<file path="config.mk">
export PLATFORM = sky130hd
export DESIGN_NAME = complex_if_main
export DESIGN_NICKNAME = d
export VERILOG_FILES = /design/src/rtl/complex_if_main.sv
export SDC_FILE = /design/constraint.sdc
export NUM_CORES = 1
export LEC_CHECK = 0
export ABC_AREA = 1
export BUFFER_PORTS_ARGS = -buffer_cell sky130_fd_sc_hd__buf_2
export CAP_MARGIN = 20
export CORE_MARGIN = 2
export CORE_UTILIZATION = 35
export DETAILED_ROUTE_END_ITERATION = 10
export HOLD_SLACK_MARGIN = 0.15
export SYNTH_ARGS = -nofsm -noshare
export SYNTH_HDL_FRONTEND = slang
export SYNTH_SLANG_ARGS = --single-unit
</file>
<file path="constraint.sdc">
create_clock -name clk -period 1.55 [get_ports clk]
set_input_delay 0.31 -clock clk [delete_from_list [all_inputs] [get_ports clk]]
set_output_delay 0.31 -clock clk [all_outputs]
set_load 0.05 [all_outputs]
</file>
<file path="src/rtl/complex_if_main.sv">
// complex_if_main: nested-if kernel reading a 1-bit array through a synchronous read port.
// Optional MAIN_DONE_PULSE_EN makes w_enable a one-cycle pulse instead of a level held in DONE.
//   state | meaning
//   IDLE  | waiting for r_enable
//   RD0   | memory samples addr = i
//   EV0   | evaluate b0, finish or fetch arr[0]
//   RD1   | memory samples addr = 0
//   EV1   | evaluate b1, finish
//   DONE  | result valid, restart accepted
module complex_if_main #(
    parameter int ADDR_W = 1
) (
    input  logic              clk,
    input  logic              rst_n,
    input  logic              r_enable,
    input  logic              controlArr,
    input  logic              init_i,
    output logic              controlArrWEnable_a,
    output logic [ADDR_W-1:0] controlArrAddr_a,
    input  logic              controlArrRData_a,
    output logic              controlArrWData_a,
    output logic              w_enable,
    output logic [1:0]        result
);

    typedef enum logic [2:0] {
        IDLE = 3'd0,
        RD0  = 3'd1,
        EV0  = 3'd2,
        RD1  = 3'd3,
        EV1  = 3'd4,
        DONE = 3'd5
    } state_t;

    state_t            state_q, state_d;
    logic              i_q, i_d;
    logic              ctrl_q, ctrl_d;
    logic [ADDR_W-1:0] addr_q, addr_d;
    logic              wen_q, wen_d;
    logic [1:0]        result_q, result_d;

    logic start;
    logic bit_x;

    assign start = r_enable && (state_q == IDLE || state_q == DONE);
    assign bit_x = controlArrRData_a ^ ctrl_q;

    always_ff @(posedge clk or negedge rst_n) begin
        if (!rst_n) begin
            state_q  <= IDLE;
            i_q      <= 1'b0;
            ctrl_q   <= 1'b0;
            addr_q   <= '0;
            wen_q    <= 1'b0;
            result_q <= 2'd0;
        end else begin
            state_q  <= state_d;
            i_q      <= i_d;
            ctrl_q   <= ctrl_d;
            addr_q   <= addr_d;
            wen_q    <= wen_d;
            result_q <= result_d;
        end
    end

    always_comb begin
        state_d = state_q;
        case (state_q)
            IDLE, DONE: if (r_enable) state_d = RD0;
            RD0:        state_d = EV0;
            EV0:        state_d = (!i_q || bit_x) ? DONE : RD1;
            RD1:        state_d = EV1;
            EV1:        state_d = DONE;
            default:    state_d = IDLE;
        endcase
    end

    always_comb begin
        i_d      = i_q;
        ctrl_d   = ctrl_q;
        addr_d   = addr_q;
        result_d = result_q;
`ifdef MAIN_DONE_PULSE_EN
        wen_d    = 1'b0;
`else
        wen_d    = wen_q;
`endif
        if (start) begin
            i_d    = init_i;
            ctrl_d = controlArr;
            addr_d = ADDR_W'(init_i);
            wen_d  = 1'b0;
        end
        case (state_q)
            EV0: begin
                if (!i_q) begin
                    result_d = bit_x ? 2'd2 : 2'd0;
                    wen_d    = 1'b1;
                end else if (bit_x) begin
                    result_d = 2'd3;
                    wen_d    = 1'b1;
                end else begin
                    addr_d = '0;
                end
            end
            EV1: begin
                result_d = bit_x ? 2'd2 : 2'd1;
                wen_d    = 1'b1;
            end
            default: ;
        endcase
    end

    assign controlArrWEnable_a = 1'b0;
    assign controlArrWData_a   = 1'b0;
    assign controlArrAddr_a    = addr_q;
    assign w_enable            = wen_q;
    assign result              = result_q;

endmodule

</file>
==> qor.txt, run 1 <==
Cell Pwr Density - 2350 nW/um2
Vias - 415
Drc violations - 0
Mapped Cells - 58
Max stage delay cell, worst path - dfrtp_1
DRT Pass-1 Iters - 4
Vias in the first global route - 360
Nets@finish - 78
Top-area cell type share of the netlist area - 46.6%
Reg-to-reg slack, setup - 390 ps
Synth Cell Area - 483 um2
TritonCTS Sinks - 9
Post-synth EDFFs - 0
Die area - 1690 um2
Hold Startpoint - controlArr
CP startpoint - result[1]
Buffers and inverters on the worst path - 1
Slowest Stage Delay on Critical Path - 350 ps
GP Congestion - 0.761
Post-DP HPWL - 656 um
Initial antenna violation count - 0
Largest delay contributor family on the critical path - flip-flops
Port Buf Inserts - 9
Peak Freq - 837 MHz
WL final - 924 um
Crit path cell chain - buf_2
Final hold violation count - 0
CTS max path bufs - 2
1st-iter DRT viols - 8
Largest net degree at the start of global routing - 10
RSZ-0062 raised after global routing - false
First-pass GRT wire length - 1610 um
Die width - 41.1 um
Gr usage total - 15.3%
Final setup vio count - 0
Setup TNS - 0 ps
CTS tree - yes
Minimum clock period - 1190 ps
Area Overhead vs Synth - 18.4%
Clock skew - 1.48 ps
Asr flop ratio synth - 100%
Final Max Slew Viols - 0
Setup bufs post-CTS - 0
CTS Root Cell - clkbuf_4
I/O pins - 12
Crit share post-route - 77.1%
Post-synthesis sequential area ratio - 46.6%
Diode count - 0
Worst VDD drop - 1020 uV
Lkg Pwr - 0.000302 uW
Synth Area in Simple Gates - 36.0%
Post-synthesis adder-cell area fraction - 0%
WP data required - 1240 ps
Worst r2r src - state_q[0]
Later-pin clock latency in the skew report - 270 ps
Starting Density - 37.1%
Post-synthesis compound-gate area fraction - 9.59%
Most instantiated cells after synthesis - nand2_1, dfrtp_1, nand3_1, nand2_2, o21ai_0
Element type at the critical path start - flip-flop
Worst-path clk slew - 60 ps
Synth area leaders - dfrtp_1, nand2_1, nand2_2, nand3_1, nand2_4
Core area - 1300 um2
Unique masters post-synth - 17
Hold Crit Class - primary input to flip-flop
Worst-path maximum fanout - 2
Synth Area per Inst - 8.33 um2
WHS Path Cells - 3
Most common flop cell mapped by yosys - dfrtp_1
Setup CP Type - flip-flop to output pin
Height of the die - 41.1 um
Status - finished, final reports clean
Layout cells sized above 1 - 35.2%
Post-route cell area - 572 um2
Synth Area in XOR/XNOR - 0%
Area post-placement - 536 um2
CTS buffer count - 3
R2R depth - 6
Flops & latches, synth - 9
Routed vias/inst - 4.83
Grt total ovfl - 0
Leading cell type by number of instances after synthesis - nand2_1
Post-synthesis mux area share - 0%
Post-synth top area cell - dfrtp_1
Synth warn - 0
WP data arrival - 880 ps
Hold endpoint - ctrl_q
H-tree levels - 1
WL/cell - 10.7 um
Crit end category - output pin
Number of max-cap violations - 0
Largest family of logic cells by synthesized area - simple AND/OR/NAND/NOR gates
Row count - 13
RR Endpoint - result[1]
Final ANT Viol Nets - 0
[worst max-delay path by stage]
stage | endpoint | slack (ps) | cells after the start
after detailed placement | result[1] | 410 | 6
after floorplan | result[1] | 520 | 6
after global placement | result[0] | 460 | 6
final | result[1] | 360 | 1
after global routing | result[1] | 270 | 6
after CTS | result[1] | 360 | 1
[layout by cell type, fill, tap and decap left out, types with 2 or more instances in the layout]
master	synthesis	routed
dfrtp_1	9	9
nand2_4	2	2
conb_1	1	2
nand2_1	14	14
nand3_2	2	2
clkbuf_4	0	3
buf_2	0	9
inv_1	3	3
nand3_1	6	6
inv_2	2	2
nand2_2	5	5
nor2_1	3	3
o21ai_0	4	4
[state kept, by name, summed over array words and instances, names as in the netlist]
register          flops
i_q                   1
controlArrAddr_a      1
w_enable              1
state_q               3
ctrl_q                1
result                2
[per-layer routing]
| metal | part of all wire, % | global-route usage (%) |
|---|---|---|
| met5 | 0 | 0 |
| met4 | 3.7 | 9.68 |
| met3 | 5.8 | 3.26 |
| met2 | 44 | 24.2 |
| met1 | 46 | 18.7 |
[worst register-to-register path: stages (launching register included)]
cell and delay, ps:
dfrtp_1 430, nor2_2 200, nand2_2 130, nand2_1 100
nand3_1 70, nand2_1 70, nand2_1 50
[cell families (layout without fill, tap and decap cells)]
group	Yosys count	after routing
other	1	2
AOI/OAI and AO/OA	8	8
DFF	9	9
buffers and inverters	7	19
and+or+nand+nor	33	33
[through the flow]
step | total power [uW] | worst slack, ps | cells | util (%) | hold WS, ps
3_5_place_dp | 1150 | 409 | 81 | 41.2 | 172
6_report | 1340 | 356 | 86 | 43.9 | 294
2_1_floorplan | 1020 | 521 | 59 | - | 14.4
4_1_cts | 1350 | 356 | 86 | 43.9 | 295
3_3_place_gp | 1140 | 456 | 81 | 41.2 | 174
5_1_grt | 1470 | 274 | 86 | 43.9 | 301
[cell type report]
cell class / count / area (um2)
inverters: 5 / 18.8
repair buffers: 10 / 55.1
flip-flops and latches: 9 / 225
clock buffers: 4 / 26.3
fillers: 139 / 729
well taps: 15 / 18.8
multi-input cells: 43 / 228
[timing repair]
action	in CTS	in global routing
endpoints found under the hold margin	9	0
resized for setup	0	0
hold buffers	1	0
[report_power, final]
group	total (uW)	switching (uW)	internal, uW
logic	710	495	215
clock network	187	87.5	99.6
registers	445	95.0	350
Note: power is estimated with default switching activity, not from simulation.
==> run 2: changes to the inputs <==
==> constraint.sdc (replaced) <==
create_clock -name clk -period 1 [get_ports clk]
set_input_delay 0.2 -clock clk [delete_from_list [all_inputs] [get_ports clk]]
set_output_delay 0.2 -clock clk [all_outputs]
set_load 0.05 [all_outputs]
==> run 2 against run 1 <==
Compared with the run above: the run now ends with negative setup slack left; sequential power grew 64%; total power grew 91%; final cell count grew 12%; global-route usage shrank 0.38 points; clock power grew 50%; clock skew shrank 0.87 ps; highest routed layer unchanged.
==> qor.txt, run 2 (synthesis gave the netlist of run 1 again) <==
Status - complete, but fails checks
Failing checks - negative setup slack
Top reg by flops - state_q
Crit path top cell by count - nand2_4
Post-DP HPWL - 679 um (+3.5%)
RSZ-0062 raised after global routing - true
Diode count - 0 (unchanged)
Grt total ovfl - 0 (unchanged)
Commonest cells after routing, fill and taps aside - nand2_1, buf_4, dfrtp_1
Routed vias/inst - 4.67 (-3.3%)
Core area - 1300 um2 (unchanged)
Gr usage total - 14.9% (-0.38 points)
Slowest Stage Delay on Critical Path - 450 ps (+100 ps)
Final setup vio count - 9 (+9)
Clock skew - 0.609 ps (-0.868 ps)
DRT Pass-1 Iters - 4 (unchanged)
Drc violations - 0 (unchanged)
Starting Density - 37.1% (unchanged)
Element type at the critical path start - flip-flop
Final ANT Viol Nets - 0 (unchanged)
Setup CP Type - flip-flop to flip-flop
1st-iter DRT viols - 9 (+1)
Worst-path maximum fanout - 5 (+3)
Initial antenna violation count - 0 (unchanged)
First-pass GRT wire length - 1530 um (-5.1%)
Minimum clock period - 1080 ps
Lkg Pwr - 0.000370 uW (+22%)
Buffers and inverters on the worst path - 0 (-1)
Vias in the first global route - 367 (+1.9%)
CTS Root Cell - clkbuf_4
CTS max path bufs - 2 (unchanged)
H-tree levels - 1 (unchanged)
CTS buffer count - 3 (unchanged)
WL/cell - 9.98 um (-7.1%)
Setup TNS - -386 ps (-386 ps)
Height of the die - 41.1 um (unchanged)
WP data required - 1150 ps (-90 ps)
Crit path cell chain - nor2_4, nand2_2, nand2_4, nand2_4, nor2_1, a21oi_1
Hold Crit Class - primary input to flip-flop
Worst-path clk slew - 60 ps (about the same)
Cell Pwr Density - 3620 nW/um2 (+54%)
Max stage delay cell, worst path - dfrtp_2
Port Buf Inserts - 9 (unchanged)
Row count - 13 (unchanged)
Later-pin clock latency in the skew report - 260 ps (about the same)
Largest net degree at the start of global routing - 10 (unchanged)
GP Congestion - 0.704 (-7.5%)
Vias - 448 (+8.0%)
Largest delay contributor family on the critical path - simple AND/OR/NAND/NOR gates
Final hold violation count - 0 (unchanged)
Crit share post-route - 108%
Worst Slack Setup Final - -80.7 ps (-436 ps)
Area Overhead vs Synth - 46.4%
Nets@finish - 88 (+13%)
I/O pins - 12 (unchanged)
WP data arrival - 1230 ps (+350 ps)
Number of flip-flops under the largest register name - 3 (unchanged)
Layout cells sized above 1 - 51.9% (+17 points)
Crit end category - flip-flop
Number of max-cap violations - 0 (unchanged)
Die area - 1690 um2 (unchanged)
TritonCTS Sinks - 9 (unchanged)
Worst VDD drop - 1530 uV (+51%)
WL final - 958 um (+3.7%)
Min Hold Slack - 188 ps (-106 ps)
CTS tree - yes
Die width - 41.1 um (unchanged)
Peak Freq - 925 MHz
Final Max Slew Viols - 0 (unchanged)
Most common cell after layout, fill and taps aside - nand2_1
run 2: cell types whose count changed in the layout (fill, tap and decap cells not counted), sizes merged:
cell	before	now
buf	9	19
run 2: final cells by class:
cell class	instances	area, um2
inverter	5	18.8
clock buffer	4	26.3
multi-input combinational	43	260
tap	15	18.8
sequential	9	228
fill	126	594
timing repair buffer	20	155
run 2: final timing paths:
check                           startpoint         end  slack, ps  depth (start not counted)
worst max-delay path            state_q[0]      ctrl_q        -80                          6
worst min-delay path            controlArr      ctrl_q        190                          3
worst max register to register  state_q[0]      ctrl_q        -80                          6
worst min register to register   result[1]   result[1]        530                          2
max in group asynchronous            rst_n  state_q[1]        480                          2
min in group asynchronous            rst_n      ctrl_q        320                          2
run 2: power by group:
part	internal, uW	switching [uW]	total (uW)
clock	154	127	280
combinational	683	867	1550
sequential	550	180	730
total	1390	1170	2560
run 2: layer usage:
layer | GRT usage (%) | routed length [um] | part of all wire [%] | vias up
li1 | - | - | - | 230
met1 | 17.9 | 396 | 41 | 207
met2 | 22.7 | 509 | 53 | 9
met3 | 3.26 | 39 | 4.1 | 2
met4 | 12.1 | 12 | 1.3 | 0
met5 | 0 | 0 | 0 | -
run 2: worst min-delay path, cell delays in order:
cell and delay (ps):
buf_2 70, nor2_1 30, a21oi_1 100
run 2: per-stage QoR:
| step | area (um2) | utilization (%) | power, uW | instances | setup slack, ps |
|---|---|---|---|---|---|
| floorplan | 489 | - | 1590 | 59 | -29.1 |
| global placement | 568 | 43.7 | 1880 | 85 | -97.2 |
| detailed placement | 568 | 43.7 | 1890 | 85 | -127 |
| CTS | 674 | 51.8 | 2450 | 93 | -83.6 |
| global route | 707 | 54.3 | 2760 | 96 | -140 |
| finish | 707 | 54.3 | 2560 | 96 | -80.7 |
run 2: what timing repair did:
action / in CTS / in global routing
hold endpoints to repair: 9 / 0
pin swaps: 3 / 5
gates cloned: 0 / 0
setup endpoints to repair: 11 / 12
buffers inserted: 3 / 3
hold buffers: 1 / 0
resized for setup: 15 / 3
==> run 3: changes to the inputs <==
--- a/config.mk
+++ b/config.mk
@@ -5,9 +5,10 @@
 export SDC_FILE = /design/constraint.sdc
 export NUM_CORES = 1
 export LEC_CHECK = 0
-export ABC_AREA = 1
+export ABC_AREA = 0
 export BUFFER_PORTS_ARGS = -buffer_cell sky130_fd_sc_hd__buf_2
 export CAP_MARGIN = 20
+export CORE_ASPECT_RATIO = 0.9
 export CORE_MARGIN = 2
 export CORE_UTILIZATION = 35
 export DETAILED_ROUTE_END_ITERATION = 10
==> run 3 against run 2 <==
Compared with the run above: the run still ends with negative setup slack left; non-clock buffer count up 4; core utilization up 0.056 points; synthesized cell count down 16%; global-route usage up 1.0 points; clock skew up 2.7 ps; clock power up 5%; total power up 7.8%; sequential cell count unchanged; first-iteration DRC count down 11%; critical endpoint is now controlArrAddr_a.
==> qor.txt, run 3 <==
Synth area leaders - dfrtp_1, nand2b_1, xor2_1, xor2_2, o21ai_1
RSZ-0062 raised after global routing - true
CTS tree - yes
Height of the die - 40.1 um (-2.4%)
Final std cells w/o fill - 89 (-7.3%)
Element type at the critical path start - flip-flop
Slowest Stage Delay on Critical Path - 450 ps (about the same)
Post-route cell area - 761 um2 (+7.6%)
Mapped Cells - 49 (-16%)
Starting Density - 36.3% (-0.80 points)
Most common cell after layout, fill and taps aside - buf_4
Area Overhead vs Synth - 49.8%
Worst VDD drop - 1710 uV (+11%)
Top reg by flops - state_q
Final Max Slew Viols - 0 (unchanged)
Placed Cells - 80 (-5.9%)
Synth warn - 0 (unchanged)
Initial antenna violation count - 0 (unchanged)
Final ANT Viol Nets - 0 (unchanged)
Post-synth top area cell - dfrtp_1
Sw Pwr - 1230 uW (+4.9%)
Peak Freq - 839 MHz (-9.3%)
CTS buffer count - 3 (unchanged)
Diode count - 0 (unchanged)
Buffers and inverters on the worst path - 0 (unchanged)
Port Buf Inserts - 9 (unchanged)
Top-area cell type share of the netlist area - 44.3% (-2.3 points)
Crit share post-route - 119% (+11 points)
Comb pwr share - 64.1% (+3.6 points)
First-pass GRT wire length - 1940 um (+27%)
Synth Area in XOR/XNOR - 8.37% (+8.4 points)
Commonest cells after routing, fill and taps aside - buf_4, dfrtp_1, buf_2, buf_6, o21ai_1
Synth Area in Simple Gates - 17.5% (-19 points)
Failing checks - negative setup slack
Max stage delay cell, worst path - dfrtp_2
Hold Crit Class - primary input to asynchronous set/reset pin
Synth Cell Area - 508 um2 (+5.2%)
Worst Slack Setup Final - -192 ps (-111 ps)
Worst r2r src - state_q[2]
Later-pin clock latency in the skew report - 270 ps (about the same)
Number of max-cap violations - 0 (unchanged)
Cell Int Power - 1530 uW (+10%)
Cell Pwr Density - 3630 nW/um2 (+0.22%)
Post-synthesis sequential area ratio - 44.3% (-2.3 points)
Routed vias/inst - 5.11 (+9.6%)
Worst-path clk slew - 70 ps (about the same)
WP data arrival - 1390 ps (+160 ps)
Gr usage total - 15.9% (+1.0 points)
Reg-to-reg slack, setup - -190 ps (-110 ps)
Post-synth EDFFs - 0 (unchanged)
H-tree levels - 1 (unchanged)
Grt total ovfl - 0 (unchanged)
Minimum clock period - 1190 ps (+111 ps)
Number of flip-flops under the largest register name - 3 (unchanged)
Die width - 44.2 um (+7.3%)
Largest net degree at the start of global routing - 12 (+2)
Lkg Pwr - 0.000345 uW (-6.9%)
Status - complete, but fails checks
Vias - 455 (+1.6%)
Vias in the first global route - 457 (+25%)
Final setup vio count - 12 (+3)
Die area - 1770 um2 (+4.7%)
Nets@finish - 81 (-8.0%)
Final hold violation count - 0 (unchanged)
Clock Power Share - 10.6% (-0.4 points)
Crit end category - flip-flop
Largest delay contributor family on the critical path - flip-flops
Largest family of logic cells by synthesized area - compound AO/OA/AOI/OAI gates
DRT Pass-1 Iters - 4 (unchanged)
Share of power burned in registers - 25.2% (-3.3 points)
CTS max path bufs - 2 (unchanged)
Leading cell type by number of instances after synthesis - dfrtp_1
Unique masters post-synth - 30 (+13)
TritonCTS Sinks - 9 (unchanged)
CTS Root Cell - clkbuf_4
WL final - 1190 um (+24%)
WL/cell - 13.4 um (+34%)
WP data required - 1200 ps (+50 ps)
1st-iter DRT viols - 8 (-1)
Area post-placement - 619 um2 (+9.0%)
Post-synthesis mux area share - 2.22% (+2.2 points)
Post-synthesis adder-cell area fraction - 0% (unchanged)
Row count - 13 (unchanged)
Asr flop ratio synth - 100% (unchanged)
Layout cells sized above 1 - 50.0% (-1.9 points)
Setup CP Type - flip-flop to flip-flop
Post-synthesis compound-gate area fraction - 19.2% (+9.6 points)
Worst-path maximum fanout - 5 (unchanged)
Core area - 1400 um2 (+7.5%)
Min Hold Slack - 312 ps (+124 ps)
Drc violations - 0 (unchanged)
Synth Area per Inst - 10.4 um2 (+25%)
RR Endpoint - controlArrAddr_a
Switching share of power - 44.6% (-1.3 points)
Flops & latches, synth - 9 (unchanged)
Crit path cell chain - xor2_2, or3b_4, a21oi_2
Clock skew - 3.35 ps (+2.74 ps)
Most instantiated cells after synthesis - dfrtp_1, nor2_1, nand2b_1, o21ai_1
I/O pins - 12 (unchanged)
Most common flop cell mapped by yosys - dfrtp_1
GP Congestion - 0.767 (+9.0%)
R2R depth - 3 (-3)
run 3: cell count changes after synthesis, sizes merged, moves of 2 or more:
cell    delta
buf        +2
inv        -3
nand2     -21
nand2b     +3
nand3      -8
nor3       +2
xor2       +3
run 3: layout make-up:
class	count	area, um2
well taps	15	18.8
clock inverters	1	5.00
clock buffers	3	22.5
flip-flops and latches	9	226
inverters	2	7.51
multi-input cells	35	289
repair buffers	24	191
fillers	125	638
run 3: kinds of logic after synthesis:
group,after synthesis
xor gates and xnor gates,4
DFF,9
and+or+nand+nor,14
other,1
AOI/OAI and AO/OA,14
buffers and inverters,6
muxes,1
run 3: worst reg2reg max path, delay by kind of cell, from the launching register on:
kind	cells	cell delay, ps
flops	1	450
simple gates	1	390
xor+xnor	1	170
compound gates	1	120
run 3: worst max path at each step:
stage / start / to / slack, ps / cells after the start
2_1_floorplan: state_q[2] / ctrl_q / -200 / 4
3_3_place_gp: state_q[2] / ctrl_q / -200 / 3
3_5_place_dp: state_q[1] / ctrl_q / -220 / 3
4_1_cts: state_q[2] / controlArrAddr_a / -190 / 3
5_1_grt: state_q[2] / controlArrAddr_a / -230 / 3
6_report: state_q[2] / controlArrAddr_a / -190 / 3
run 3: metrics by stage:
step | power [uW] | TNS (ps) | setup WS, ps | util (%)
2_1_floorplan | 1660 | -878 | -197 | -
3_3_place_gp | 2080 | -1210 | -205 | 44.3
3_5_place_dp | 2090 | -1320 | -217 | 44.3
4_1_cts | 2660 | -1400 | -192 | 52.8
5_1_grt | 2950 | -1960 | -230 | 54.4
6_report | 2760 | -1320 | -192 | 54.4
run 3: power by group through the flow:
| stage | registers [uW] | clock network (uW) | logic (uW) |
|---|---|---|---|
| 2_1_floorplan | 931 | 0 | 728 |
| 3_3_place_gp | 679 | 0 | 1400 |
| 3_5_place_dp | 683 | 0 | 1410 |
| 4_1_cts | 697 | 307 | 1660 |
| 5_1_grt | 719 | 326 | 1910 |
| 6_report | 697 | 294 | 1770 |
run 3: what timing repair did:
action                                 4_1_cts  5_1_grt
setup buffers                                3        0
gates cloned                                 0        0
pin swaps                                    2        1
endpoints found under the hold margin       10        0
resized for setup                           14        4
setup endpoints to repair                   12       13
hold buffers                                 2        0
run 3: layer usage:
layer / share of wire, % / global-route usage [%] / vias to the layer above
met3: 6.2 / 6.76 / 2
met5: 0 / 0 / -
li1: - / - / 223
met4: 1.8 / 2.27 / 0
met2: 46 / 28.3 / 13
met1: 45 / 18.5 / 217
